<file path="config.mk">
export PLATFORM = sky130hd
export DESIGN_NAME = axi_line_bridge_flat
export DESIGN_NICKNAME = d
export VERILOG_FILES = /design/src/rtl/axi_line_bridge_pkg.sv /design/src/rtl/axi_line_bridge_if.sv /design/src/rtl/axi_line_bridge_rr_arbiter.sv /design/src/rtl/axi_line_bridge.sv /design/src/flat_wrapper.sv
export SDC_FILE = /design/constraint.sdc
export NUM_CORES = 2
export LEC_CHECK = 0
export ABC_AREA = 1
export ABC_CLOCK_PERIOD_IN_PS = 6800
export CAP_MARGIN = 15
export CORE_AREA = 5 5 543 545
export DETAILED_ROUTE_END_ITERATION = 6
export DIE_AREA = 0 0 548 550
export PLACE_DENSITY = 0.46
export REMOVE_ABC_BUFFERS = 1
export SETUP_SLACK_MARGIN = 0.15
export SKIP_LAST_GASP = 1
export SLEW_MARGIN = 30
export SYNTH_ARGS = -nofsm -noshare
export SYNTH_HDL_FRONTEND = slang
export SYNTH_SLANG_ARGS = --single-unit
</file>
<file path="constraint.sdc">
create_clock -name aclk -period 6.8 [get_ports aclk]
set_input_delay 1.36 -clock aclk [delete_from_list [all_inputs] [get_ports aclk]]
set_output_delay 1.36 -clock aclk [all_outputs]
set_load 0.05 [all_outputs]
</file>
<file path="src/rtl/axi_line_bridge_pkg.sv">
// Shared constants, FSM state types and address helpers for the cache-line AXI bridge.
package axi_bridge_pkg;

  localparam logic [2:0] AXI_SIZE_WORD  = 3'd2;
  localparam logic [1:0] AXI_BURST_INCR = 2'b01;
  localparam logic [1:0] AXI_RESP_OKAY  = 2'b00;

  typedef enum logic [1:0] {R_IDLE, R_ADDR, R_DATA, R_RESP} rd_state_e;
  typedef enum logic [1:0] {W_IDLE, W_ADDR, W_DATA, W_RESP} wr_state_e;

  // Cache line index of a byte address; off_bits = log2(bytes per line).
  function automatic logic [31:0] line_idx(input logic [31:0] addr, input int unsigned off_bits);
    return addr >> off_bits;
  endfunction

  // Bursts longer than one line are trimmed to the line size.
  function automatic logic [7:0] clamp_len(input logic [7:0] len, input logic [7:0] max_len);
    return (len > max_len) ? max_len : len;
  endfunction

endpackage

</file>
<file path="src/rtl/axi_line_bridge_if.sv">
// AXI4 read/write channel bundle between the line bridge and the interconnect.
// master: bridge side (drives AR/AW/W, r_ready, b_ready); slave: interconnect side.
interface axi_line_bridge_if #(
  parameter int unsigned ID_W = 4
);
  logic [ID_W-1:0] ar_id;
  logic [31:0]     ar_addr;
  logic [7:0]      ar_len;
  logic [2:0]      ar_size;
  logic [1:0]      ar_burst;
  logic            ar_valid;
  logic            ar_ready;

  logic [ID_W-1:0] r_id;
  logic [31:0]     r_data;
  logic [1:0]      r_resp;
  logic            r_last;
  logic            r_valid;
  logic            r_ready;

  logic [31:0]     aw_addr;
  logic [7:0]      aw_len;
  logic [2:0]      aw_size;
  logic [1:0]      aw_burst;
  logic            aw_valid;
  logic            aw_ready;

  logic [31:0]     w_data;
  logic [3:0]      w_strb;
  logic            w_last;
  logic            w_valid;
  logic            w_ready;

  logic [1:0]      b_resp;
  logic            b_valid;
  logic            b_ready;

  modport master (
    output ar_id, ar_addr, ar_len, ar_size, ar_burst, ar_valid,
    input  ar_ready,
    input  r_id, r_data, r_resp, r_last, r_valid,
    output r_ready,
    output aw_addr, aw_len, aw_size, aw_burst, aw_valid,
    input  aw_ready,
    output w_data, w_strb, w_last, w_valid,
    input  w_ready,
    input  b_resp, b_valid,
    output b_ready
  );

  modport slave (
    input  ar_id, ar_addr, ar_len, ar_size, ar_burst, ar_valid,
    output ar_ready,
    output r_id, r_data, r_resp, r_last, r_valid,
    input  r_ready,
    input  aw_addr, aw_len, aw_size, aw_burst, aw_valid,
    output aw_ready,
    input  w_data, w_strb, w_last, w_valid,
    output w_ready,
    output b_resp, b_valid,
    input  b_ready
  );
endinterface

</file>
<file path="src/rtl/axi_line_bridge_rr_arbiter.sv">
// Round-robin arbiter.
// Ports: req (N requests), take (current grant is consumed this cycle),
//        any / gnt_idx / gnt (one-hot) describe the combinational winner.
// The pointer holds the first index to consider; it moves past the winner on take.
module rr_arbiter #(
  parameter int unsigned N = 2
) (
  input  logic                                aclk,
  input  logic                                aresetn,
  input  logic [N-1:0]                        req,
  input  logic                                take,
  output logic                                any,
  output logic [((N > 1) ? $clog2(N) : 1)-1:0] gnt_idx,
  output logic [N-1:0]                        gnt
);
  localparam int unsigned IDX_W = (N > 1) ? $clog2(N) : 1;

  logic [IDX_W-1:0] ptr_q;

  always_comb begin
    int unsigned idx;
    idx     = 0;
    any     = 1'b0;
    gnt_idx = '0;
    gnt     = '0;
    for (int unsigned k = 0; k < N; k++) begin
      idx = (32'(ptr_q) + k) % N;
      if (!any && req[idx]) begin
        any     = 1'b1;
        gnt_idx = IDX_W'(idx);
      end
    end
    for (int unsigned k = 0; k < N; k++) begin
      gnt[k] = any && (32'(gnt_idx) == k);
    end
  end

  always_ff @(posedge aclk or negedge aresetn) begin
    if (!aresetn) begin
      ptr_q <= '0;
    end else if (take) begin
      ptr_q <= (32'(gnt_idx) == N - 1) ? '0 : gnt_idx + 1'b1;
    end
  end
endmodule

</file>
<file path="src/rtl/axi_line_bridge.sv">
// Cache-line AXI bridge: N_RD read requesters share one AR/R channel
// (round-robin), one write-back requester uses AW/W/B.
// Ports: aclk/aresetn; rd_* cache read side (valid/addr/len in, ready/done
// pulses, shared assembled line rd_data, rd_err); wr_* write-back side;
// axi: AXI master channels.
module axi_line_bridge
  import axi_bridge_pkg::*;
#(
  parameter int unsigned N_RD       = 2,
  parameter int unsigned LINE_WORDS = 16,
  parameter int unsigned ID_W       = 4
) (
  input  logic                    aclk,
  input  logic                    aresetn,
  input  logic [N_RD-1:0]         rd_valid,
  input  logic [32*N_RD-1:0]      rd_addr,
  input  logic [8*N_RD-1:0]       rd_len,
  output logic [N_RD-1:0]         rd_ready,
  output logic [N_RD-1:0]         rd_done,
  output logic [32*LINE_WORDS-1:0] rd_data,
  output logic                    rd_err,
  input  logic                    wr_valid,
  input  logic [31:0]             wr_addr,
  input  logic [7:0]              wr_len,
  input  logic [32*LINE_WORDS-1:0] wr_data,
  input  logic [4*LINE_WORDS-1:0] wr_strb,
  output logic                    wr_ready,
  output logic                    wr_done,
  output logic                    wr_err,
  axi_line_bridge_if.master       axi
);
  localparam int unsigned IDX_W    = (N_RD > 1) ? $clog2(N_RD) : 1;
  localparam int unsigned BEAT_W   = $clog2(LINE_WORDS);
  localparam int unsigned OFF_BITS = $clog2(4 * LINE_WORDS);
  localparam logic [7:0]  MAX_LEN  = 8'(LINE_WORDS - 1);

  rd_state_e r_state_q, r_state_d;
  wr_state_e w_state_q, w_state_d;

  // ---------------- read path ----------------
  logic [N_RD-1:0]  hazard, eligible, gnt;
  logic [IDX_W-1:0] gnt_idx, r_gnt_q;
  logic             any, take;
  logic [31:0]      sel_addr, r_addr_q;
  logic [7:0]       sel_len, r_len_q;
  logic [BEAT_W-1:0] r_beat_q;
  logic             r_err_q;
  logic [32*LINE_WORDS-1:0] line_q;

  logic [31:0]      w_addr_q;

  // Hazard looks at the registered write state, so a write accepted in the
  // same cycle as a read grant does not block that grant.
  always_comb begin
    hazard   = '0;
    eligible = '0;
    for (int unsigned i = 0; i < N_RD; i++) begin
      hazard[i]   = (w_state_q != W_IDLE) &&
                    (line_idx(rd_addr[32*i +: 32], OFF_BITS) == line_idx(w_addr_q, OFF_BITS));
      eligible[i] = rd_valid[i] && !hazard[i];
    end
  end

  rr_arbiter #(.N(N_RD)) u_rr (
    .aclk    (aclk),
    .aresetn (aresetn),
    .req     (eligible),
    .take    (take),
    .any     (any),
    .gnt_idx (gnt_idx),
    .gnt     (gnt)
  );

  assign take     = (r_state_q == R_IDLE) && any;
  assign rd_ready = take ? gnt : '0;

  always_comb begin
    sel_addr = '0;
    sel_len  = '0;
    for (int unsigned i = 0; i < N_RD; i++) begin
      if (32'(gnt_idx) == i) begin
        sel_addr = rd_addr[32*i +: 32];
        sel_len  = rd_len[8*i +: 8];
      end
    end
  end

  always_comb begin
    r_state_d = r_state_q;
    case (r_state_q)
      R_IDLE:  if (any)                         r_state_d = R_ADDR;
      R_ADDR:  if (axi.ar_ready)                r_state_d = R_DATA;
      R_DATA:  if (axi.r_valid && axi.r_last)   r_state_d = R_RESP;
      R_RESP:                                   r_state_d = R_IDLE;
      default:                                  r_state_d = R_IDLE;
    endcase
  end

  always_ff @(posedge aclk or negedge aresetn) begin
    if (!aresetn) begin
      r_state_q <= R_IDLE;
      r_gnt_q   <= '0;
      r_addr_q  <= '0;
      r_len_q   <= '0;
      r_beat_q  <= '0;
      r_err_q   <= 1'b0;
      line_q    <= '0;
    end else begin
      r_state_q <= r_state_d;
      if (take) begin
        r_gnt_q  <= gnt_idx;
        r_addr_q <= sel_addr;
        r_len_q  <= clamp_len(sel_len, MAX_LEN);
        r_beat_q <= '0;
        r_err_q  <= 1'b0;
        line_q   <= '0;
      end else if (r_state_q == R_DATA && axi.r_valid) begin
        line_q[32*r_beat_q +: 32] <= axi.r_data;
        r_beat_q <= r_beat_q + 1'b1;
        r_err_q  <= r_err_q | (axi.r_resp != AXI_RESP_OKAY);
      end
    end
  end

  assign axi.ar_valid = (r_state_q == R_ADDR);
  assign axi.ar_id    = ID_W'(r_gnt_q);
  assign axi.ar_addr  = r_addr_q;
  assign axi.ar_len   = r_len_q;
  assign axi.ar_size  = AXI_SIZE_WORD;
  assign axi.ar_burst = AXI_BURST_INCR;
  assign axi.r_ready  = (r_state_q == R_DATA);

  always_comb begin
    rd_done = '0;
    for (int unsigned i = 0; i < N_RD; i++) begin
      rd_done[i] = (r_state_q == R_RESP) && (32'(r_gnt_q) == i);
    end
  end
  assign rd_err  = (r_state_q == R_RESP) && r_err_q;
  assign rd_data = line_q;

  // ---------------- write path ----------------
  logic [7:0]               w_len_q;
  logic [32*LINE_WORDS-1:0] w_line_q;
  logic [4*LINE_WORDS-1:0]  w_strb_q;
  logic [BEAT_W-1:0]        w_beat_q;
  logic                     w_last_beat;

  assign w_last_beat = (8'(w_beat_q) == w_len_q);

  always_comb begin
    w_state_d = w_state_q;
    case (w_state_q)
      W_IDLE:  if (wr_valid)                       w_state_d = W_ADDR;
      W_ADDR:  if (axi.aw_ready)                   w_state_d = W_DATA;
      W_DATA:  if (axi.w_ready && w_last_beat)     w_state_d = W_RESP;
      W_RESP:  if (axi.b_valid)                    w_state_d = W_IDLE;
      default:                                     w_state_d = W_IDLE;
    endcase
  end

  always_ff @(posedge aclk or negedge aresetn) begin
    if (!aresetn) begin
      w_state_q <= W_IDLE;
      w_addr_q  <= '0;
      w_len_q   <= '0;
      w_line_q  <= '0;
      w_strb_q  <= '0;
      w_beat_q  <= '0;
    end else begin
      w_state_q <= w_state_d;
      if (w_state_q == W_IDLE && wr_valid) begin
        w_addr_q <= wr_addr;
        w_len_q  <= clamp_len(wr_len, MAX_LEN);
        w_line_q <= wr_data;
        w_strb_q <= wr_strb;
        w_beat_q <= '0;
      end else if (w_state_q == W_DATA && axi.w_ready) begin
        w_beat_q <= w_beat_q + 1'b1;
      end
    end
  end

  assign wr_ready     = (w_state_q == W_IDLE) && wr_valid;
  assign axi.aw_valid = (w_state_q == W_ADDR);
  assign axi.aw_addr  = w_addr_q;
  assign axi.aw_len   = w_len_q;
  assign axi.aw_size  = AXI_SIZE_WORD;
  assign axi.aw_burst = AXI_BURST_INCR;
  assign axi.w_valid  = (w_state_q == W_DATA);
  assign axi.w_data   = w_line_q[32*w_beat_q +: 32];
  assign axi.w_strb   = w_strb_q[4*w_beat_q +: 4];
  assign axi.w_last   = (w_state_q == W_DATA) && w_last_beat;
  assign axi.b_ready  = (w_state_q == W_RESP);
  assign wr_done      = (w_state_q == W_RESP) && axi.b_valid;
  assign wr_err       = wr_done && (axi.b_resp != AXI_RESP_OKAY);
endmodule

</file>
<file path="src/flat_wrapper.sv">
// flat-port wrapper written by rule: the top's interface ports become plain ports
module axi_line_bridge_flat import axi_bridge_pkg::*;
#(
  parameter int unsigned N_RD       = 2,
  parameter int unsigned LINE_WORDS = 16,
  parameter int unsigned ID_W       = 4
)
  (aclk, aresetn, rd_valid, rd_addr, rd_len, rd_ready, rd_done, rd_data, rd_err, wr_valid, wr_addr, wr_len, wr_data, wr_strb, wr_ready, wr_done, wr_err, axi_ar_id, axi_ar_addr, axi_ar_len, axi_ar_size, axi_ar_burst, axi_ar_valid, axi_ar_ready, axi_r_id, axi_r_data, axi_r_resp, axi_r_last, axi_r_valid, axi_r_ready, axi_aw_addr, axi_aw_len, axi_aw_size, axi_aw_burst, axi_aw_valid, axi_aw_ready, axi_w_data, axi_w_strb, axi_w_last, axi_w_valid, axi_w_ready, axi_b_resp, axi_b_valid, axi_b_ready);
  axi_line_bridge_if #(.ID_W(ID_W)) axi_i ();
  input  logic aclk;
  input  logic aresetn;
  input  logic [N_RD-1:0] rd_valid;
  input  logic [32*N_RD-1:0] rd_addr;
  input  logic [8*N_RD-1:0] rd_len;
  output logic [N_RD-1:0] rd_ready;
  output logic [N_RD-1:0] rd_done;
  output logic [32*LINE_WORDS-1:0] rd_data;
  output logic rd_err;
  input  logic wr_valid;
  input  logic [31:0] wr_addr;
  input  logic [7:0] wr_len;
  input  logic [32*LINE_WORDS-1:0] wr_data;
  input  logic [4*LINE_WORDS-1:0] wr_strb;
  output logic wr_ready;
  output logic wr_done;
  output logic wr_err;
  output wire logic [$bits(axi_i.ar_id)-1:0] axi_ar_id;
  output wire logic [$bits(axi_i.ar_addr)-1:0] axi_ar_addr;
  output wire logic [$bits(axi_i.ar_len)-1:0] axi_ar_len;
  output wire logic [$bits(axi_i.ar_size)-1:0] axi_ar_size;
  output wire logic [$bits(axi_i.ar_burst)-1:0] axi_ar_burst;
  output wire logic [$bits(axi_i.ar_valid)-1:0] axi_ar_valid;
  input wire logic [$bits(axi_i.ar_ready)-1:0] axi_ar_ready;
  input wire logic [$bits(axi_i.r_id)-1:0] axi_r_id;
  input wire logic [$bits(axi_i.r_data)-1:0] axi_r_data;
  input wire logic [$bits(axi_i.r_resp)-1:0] axi_r_resp;
  input wire logic [$bits(axi_i.r_last)-1:0] axi_r_last;
  input wire logic [$bits(axi_i.r_valid)-1:0] axi_r_valid;
  output wire logic [$bits(axi_i.r_ready)-1:0] axi_r_ready;
  output wire logic [$bits(axi_i.aw_addr)-1:0] axi_aw_addr;
  output wire logic [$bits(axi_i.aw_len)-1:0] axi_aw_len;
  output wire logic [$bits(axi_i.aw_size)-1:0] axi_aw_size;
  output wire logic [$bits(axi_i.aw_burst)-1:0] axi_aw_burst;
  output wire logic [$bits(axi_i.aw_valid)-1:0] axi_aw_valid;
  input wire logic [$bits(axi_i.aw_ready)-1:0] axi_aw_ready;
  output wire logic [$bits(axi_i.w_data)-1:0] axi_w_data;
  output wire logic [$bits(axi_i.w_strb)-1:0] axi_w_strb;
  output wire logic [$bits(axi_i.w_last)-1:0] axi_w_last;
  output wire logic [$bits(axi_i.w_valid)-1:0] axi_w_valid;
  input wire logic [$bits(axi_i.w_ready)-1:0] axi_w_ready;
  input wire logic [$bits(axi_i.b_resp)-1:0] axi_b_resp;
  input wire logic [$bits(axi_i.b_valid)-1:0] axi_b_valid;
  output wire logic [$bits(axi_i.b_ready)-1:0] axi_b_ready;
  assign axi_ar_id = axi_i.ar_id;
  assign axi_ar_addr = axi_i.ar_addr;
  assign axi_ar_len = axi_i.ar_len;
  assign axi_ar_size = axi_i.ar_size;
  assign axi_ar_burst = axi_i.ar_burst;
  assign axi_ar_valid = axi_i.ar_valid;
  assign axi_i.ar_ready = axi_ar_ready;
  assign axi_i.r_id = axi_r_id;
  assign axi_i.r_data = axi_r_data;
  assign axi_i.r_resp = axi_r_resp;
  assign axi_i.r_last = axi_r_last;
  assign axi_i.r_valid = axi_r_valid;
  assign axi_r_ready = axi_i.r_ready;
  assign axi_aw_addr = axi_i.aw_addr;
  assign axi_aw_len = axi_i.aw_len;
  assign axi_aw_size = axi_i.aw_size;
  assign axi_aw_burst = axi_i.aw_burst;
  assign axi_aw_valid = axi_i.aw_valid;
  assign axi_i.aw_ready = axi_aw_ready;
  assign axi_w_data = axi_i.w_data;
  assign axi_w_strb = axi_i.w_strb;
  assign axi_w_last = axi_i.w_last;
  assign axi_w_valid = axi_i.w_valid;
  assign axi_i.w_ready = axi_w_ready;
  assign axi_i.b_resp = axi_b_resp;
  assign axi_i.b_valid = axi_b_valid;
  assign axi_b_ready = axi_i.b_ready;
  axi_line_bridge #(.N_RD(N_RD), .LINE_WORDS(LINE_WORDS), .ID_W(ID_W)) u_core (.aclk(aclk), .aresetn(aresetn), .rd_valid(rd_valid), .rd_addr(rd_addr), .rd_len(rd_len), .rd_ready(rd_ready), .rd_done(rd_done), .rd_data(rd_data), .rd_err(rd_err), .wr_valid(wr_valid), .wr_addr(wr_addr), .wr_len(wr_len), .wr_data(wr_data), .wr_strb(wr_strb), .wr_ready(wr_ready), .wr_done(wr_done), .wr_err(wr_err), .axi(axi_i));
endmodule
</file>
# Word level (Yosys, flattened, before mapping)
# Index checks and enable logic that the tools add are counted.
[word_totals]
register_bits = 1183
wordCells = 109
[op_classes]
addsub = 5
order_cmp = 4
eq_ne = 16
n_shift = 4
n_mux = 32
bitwise_logic = 3
n_reduce_logical = 31
[op_table]
columns = ["operator", "count"]
rows = [
  ["$mux 512", 2],
  ["$bwmux 512", 1],
  ["$shift 32x34->512 const A", 1],
  ["$shiftx 32x34->512", 1],
  ["$shiftx 512x10->32", 1],
  ["$shiftx 64x7->4", 1],
  ["$eq 26x26->1", 2],
  ["$neg 9->34", 1],
  ["$mux 32", 1],
  ["$mux 8", 3],
  ["$logic_and 1x1->1", 19],
  ["$gt 8x4->1 const B", 2],
  ["$mux 2", 8],
  ["$mux 4", 4],
  ["$pmux 2 s4", 2],
  ["$mux 1", 11],
  ["$ne 2x1->1 const B", 5],
  ["$reduce_bool 2->1", 5],
  ["$add 4x1->4 const B", 2],
  ["$eq 2x2->1 const B", 4],
  ["$eq 4x8->1", 1],
  ["$eq 2x1->1 const B", 2],
  ["$logic_not 2->1", 2],
  ["$lt 1x2->1 const B", 2],
  ["7 further kinds", 12],
]

# Longest topological paths before layout
[depth]
word_depth = 13
depth_mapped = 17
ltp_nobuf = 16

# By module
# From an unflattened synthesis, not the netlist that was laid out.
[unflattened]
cells_unflattened = 6570
area_unflattened_um2 = 52988.3
[by_module_without_submodules]
columns = ["mod", "n_inst", "cells_per_inst", "area_per_inst_um2", "seq_area_each_um2"]
rows = [
  ["axi_line_bridge", 1, 6557, 52914.5, 29578.4],
  ["rr_arbiter", 1, 13, 73.8, 25.0],
]

# Worst setup path before layout
# No wires, ideal clock.
[synth_path]
path_kind = "input to output"
from = "input port rd_addr[44]"
to = "output port rd_ready[0]"
t_arrival_ns = 2.946
t_required_ns = 5.440
slack_ns = 2.494
stages = 12
path_cell_list = "inv_1 nand2_1 o21ai_0 nor2_1 nand2_1 nor2_1 nand2_1 nor2_1 nor2_1 nand2_1 inv_1 nor2_1"
[synth_between]
elab_chain_len = 13
[synth_lines]
columns = ["item", "line_no", "text"]
rows = [
  ["start: declaration", "flat_wrapper.sv:13", "input logic [32*N_RD-1:0] rd_addr;"],
  ["$eq 26x26->1 *", "axi_line_bridge.sv:59", "(line_idx(rd_addr[32*i +: 32], OFF_BITS) == line_idx(w_addr_q, OFF_BITS));"],
  ["$logic_and 1x1->1 *", "axi_line_bridge.sv:58", "hazard[i] = (w_state_q != W_IDLE) &&"],
  ["$logic_not 1->1 *", "axi_line_bridge.sv:60", "eligible[i] = rd_valid[i] && !hazard[i];"],
  ["$logic_and 1x1->1 *", "axi_line_bridge.sv:60", ""],
  ["$mux 1 (implied by the code) (2 in a row)", "axi_line_bridge_rr_arbiter.sv:28", "if (!any && req[idx]) begin"],
  ["$mux 1", "axi_line_bridge_rr_arbiter.sv:28", ""],
  ["$logic_not 1->1", "axi_line_bridge_rr_arbiter.sv:28", ""],
  ["$logic_and 1x1->1", "axi_line_bridge_rr_arbiter.sv:28", ""],
  ["$mux 1", "axi_line_bridge_rr_arbiter.sv:28", ""],
  ["$not 1->1", "n/a", ""],
  ["$logic_and 1x1->1", "axi_line_bridge_rr_arbiter.sv:34", "gnt[k] = any && (32'(gnt_idx) == k);"],
  ["$mux 2 *", "axi_line_bridge.sv:75", "assign rd_ready = take ? gnt : '0;"],
  ["end: declaration", "flat_wrapper.sv:15", "output logic [N_RD-1:0] rd_ready;"],
]
# Mark *: on every way between the ends. The rest lies on a longest branch, timed or not. The select of a mux whose other input is x is not followed.

# Worst setup path in the final report
[layout_path]
from = "register u_core.w_beat_q[0]"
to = "output port axi_w_data[12]"
[layout_between]
elab_chain_len = 1
[layout_lines]
columns = ["item", "line_no", "text"]
rows = [
  ["start: declaration", "axi_line_bridge.sv:146", "logic [BEAT_W-1:0] w_beat_q;"],
  ["start signal: assignment", "axi_line_bridge.sv:179", "w_beat_q <= w_beat_q + 1'b1;"],
  ["$shiftx 512x10->32", "axi_line_bridge.sv:191", "assign axi.w_data = w_line_q[32*w_beat_q +: 32];"],
  ["end: declaration", "flat_wrapper.sv:46", "output wire logic [$bits(axi_i.w_data)-1:0] axi_w_data;"],
]
# Every way passes these cells.

==> impl_results.md <==
- Largest cells by area after synthesis: dfrtp_1, nand2_1, nor2_1, a21oi_1, o21ai_0
- I/O pin count: 1403
- CTS tree: done
- Proportion of netlist area held by the largest area contributor: 0.562
- Count of nets left with antenna violations after detail routing: 0
- Final hold violations: 0
- Post-synth top flop: dfrtp_1
- Required time at the worst-slack endpoint: 5.44 ns
- CP Launch Type: register
- Post-synthesis sequential area ratio: 0.562
- Die Footprint: 301000 um^2
- Drc violations: 0
- Proportion of power drawn by flip-flops and latches: 0.330
- Clock transition at the register clock pins on the worst setup and hold paths after CTS: 0.06 ns
- Number of buffers added to fix hold violations after cts: 0
- Cell type with the largest total area after synthesis: dfrtp_1
- Unique cell type count in the Yosys netlist: 38
- Tightest Pin Transition: 1.00 ns
- Routed WL per cell: 24.3 um
- Number of warning messages in the yosys log: 0
- Std-Cell Core Area: 290000 um^2
- Most used standard cells in the synthesized netlist: nand2_1, dfrtp_1, nor2_1
- Max frequency: 169 MHz
- Post-route clock skew: 0.0783 ns
- Run status: complete, no violations
- Router iterations before antenna repair: 6
- Worst path top cell family by delay: buffers and inverters
- Clock period minus final worst setup slack: 5.91 ns
- Count of buffers from port buffering: 1385
- Arrival time at the worst endpoint: 4.55 ns
- Number of instances in the synthesized netlist: 6634
- Share of post-route cells with drive strength above 1: 0.0488
- Total number of nets in the final design: 8571
- H-Tree Level Count: 4
- Count of cells along the worst register-to-register path: 10
- Tightest Hold Check Type: register to register
- CTS root buf: clkbuf_16
- Detailed-placement wirelength estimate: 208 mm
- Static power due to leakage: 33.9 nW
- Cell area after layout: 75800 um^2
- Ratio of total power to cell area: 407 nW/um^2
- Via count of the first global-routing pass: 51700
- Total stage count of the critical path: 7
- Area Overhead vs Synth: 43.8%
- Worst path buffer plus inverter count: 3
- Ys async rst share: 1.00
- Internal power: 17.3 mW
- Number of enable flip-flop cells after synthesis: 0
- Site Rows: 198
- Die Width: 548 um
- Number of filler cells placed in the layout: 31500
- Worst path max stage delay: 0.82 ns
- Final wirelength: 285 mm
- Cell chain of the critical path: inv_8 -> buf_4 -> o21ai_0 -> o22ai_1 -> o211ai_1 -> nand2_1 -> clkdlybuf4s50_1
- Grt ovf: 0
- Synth Cell Area: 52700 um^2
- Die height: 550 um
- Number of max-slew violations in the final report: 0
- Global-route wire length before repair: 397 mm
- Worst-case clock buffer depth: 4
- Placer's final routability congestion estimate: 0.895
- Number of buffers inserted to repair setup after CTS: 0
- CTS Sinks: 1183
- Vias: 51600
- #FFs+latches synth: 1183
- Slew HR: 0.328
- Global Route Usage Sum: 0.181
- Maximum vdd drop: 0.255 mV
- Most frequently used cell type in the post-synthesis netlist: nand2_1
- Combinational group share of total power: 0.401
- Starting density of the core: 0.182
- Avg Synthesized Cell Area: 7.94 um^2
- Crit Path Class: register to output pin
- Switching part of the total: 0.437
- Pin count of the biggest net entering global routing: 171
- Iter 0 DRT Violations: 3889
- Clock share of power: 0.269
- Number of CTS-inserted buffers: 152
- Switching power: 13.5 mW
- Vias per Instance: 4.39
- Crit-path max FO: 127
- Post-route clock period utilization: 0.869
- Reported max-cap violation count: 0
- Number of gates given a new drive strength after cts: 0
- RSZ-0062 raised after global routing: false
- Critical-path top delay cell: clkdlybuf4s50_1
- Final setup violating endpoints: 0
- Number of stages on the worst hold path: 2
- Final-layout setup total negative slack: 0 ns
- Cell Area, Placed: 70600 um^2
- Kind of end point of the critical path: output pin
- Insertion delay to the later sink of the worst-skew pair: 0.83 ns
- Antenna violations before repair: 93
[cells in the final DEF (no fill, tap or decap), types with 22 or more instances in the layout]
cell type        count
nor2_1             719
nand2_1           2777
o21ai_0            413
buf_12              26
buf_4               65
a21oi_1            488
dfrtp_1           1179
clkdlybuf4s50_1   1381
nor3_1              57
diode_2             30
nand3_1             88
o221ai_1           113
clkbuf_1            41
o22ai_1             32
clkinv_2            22
clkbuf_16          154
inv_1              151
o211ai_1            32
clkbuf_8            26
[registers in the layout, indices dropped and copies added, names as in the netlist, 2 cells and up]
register	flops
u_core.w_beat_q	4
u_core.w_line_q	512
u_core.axi.ar_len	8
u_core.w_strb_q	64
u_core.axi.aw_addr	32
u_core.r_state_q	2
u_core.r_beat_q	4
u_core.axi.ar_addr	32
u_core.w_state_q	2
u_core.rd_data	512
u_core.axi.aw_len	8
[power by group through the flow]
stage	combinational, mW	clock (mW)	sequential (mW)
finish	12.3	8.29	10.2
global placement	12.4	0	10.2
floorplan	6.59	0	10.9
detailed placement	12.5	0	10.3
global route	13.4	8.81	10.4
CTS	12.5	8.54	10.2
[kinds of logic after synthesis]
logic type / Yosys count / share of synthesized area
buf+inv: 640 / 0.0484
flops: 1183 / 0.562
other cells: 2 / 0.000143
simple gates: 3688 / 0.270
fa+ha+maj: 14 / 0.00333
xor+xnor: 13 / 0.00230
compound gates: 1094 / 0.114
[final cells by class]
type	count	area (um^2)	share of cell area
repair buffers	1476	14900	0.197
well taps	3800	4750	0.0628
flip-flops and latches	1183	29600	0.391
diodes	30	75.1	0.000991
inverters	175	688	0.00908
multi-input cells	4822	20700	0.273
clock buffers	221	4370	0.0576
clock inverters	48	668	0.00882
[routing by layer]
layer  vias to the layer above  part of all wire  GRT usage
met2                      2131              0.47      0.301
met4                        70             0.050     0.0782
met1                     25400              0.40      0.219
met3                       507             0.080     0.0483
li1                      23500                 -          -
met5                         -            0.0015          0
[worst register-to-register path: cells and delay by family (launching register included)]
| kind | cells | cell delay, ns |
|---|---|---|
| AO/OA/AOI/OAI | 1 | 0.17 |
| adder cells (fa/ha/maj) | 1 | 0.24 |
| AND/OR/NAND/NOR | 4 | 1.42 |
| flip-flops | 1 | 0.42 |
| buffers and inverters | 4 | 1.46 |
[metrics by stage]
stage / worst slack [ns] / power [mW] / hold slack, ns / instances / utilization
after floorplan: -31.35 / 17.5 / 0.444 / 6180 / -
after global placement: 1.12 / 22.6 / 0.457 / 11500 / 0.243
after detailed placement: 1.18 / 22.7 / 0.460 / 11500 / 0.244
after CTS: 0.759 / 31.2 / 0.476 / 11700 / 0.261
after global routing: 0.662 / 32.6 / 0.482 / 11700 / 0.261
final: 0.888 / 30.8 / 0.472 / 11800 / 0.262
[final timing paths]
check	start	end	slack (ns)
setup / recovery	u_core.w_beat_q[0]$_DFFE_PN0P_	axi_w_data[12]	0.89
hold / removal	u_core.w_line_q[423]$_DFFE_PN0P_	u_core.w_line_q[423]$_DFFE_PN0P_	0.47
setup reg to reg	u_core.r_state_q[0]$_DFFE_PN0P_	u_core.rd_data[336]$_DFFE_PN0P_	2.98
hold reg to reg	u_core.w_line_q[423]$_DFFE_PN0P_	u_core.w_line_q[423]$_DFFE_PN0P_	0.47
max in group asynchronous	aresetn	u_core.w_line_q[396]$_DFFE_PN0P_	4.72
min in group asynchronous	aresetn	u_core.rd_data[388]$_DFFE_PN0P_	0.58
(Power assumes the default switching activity.)
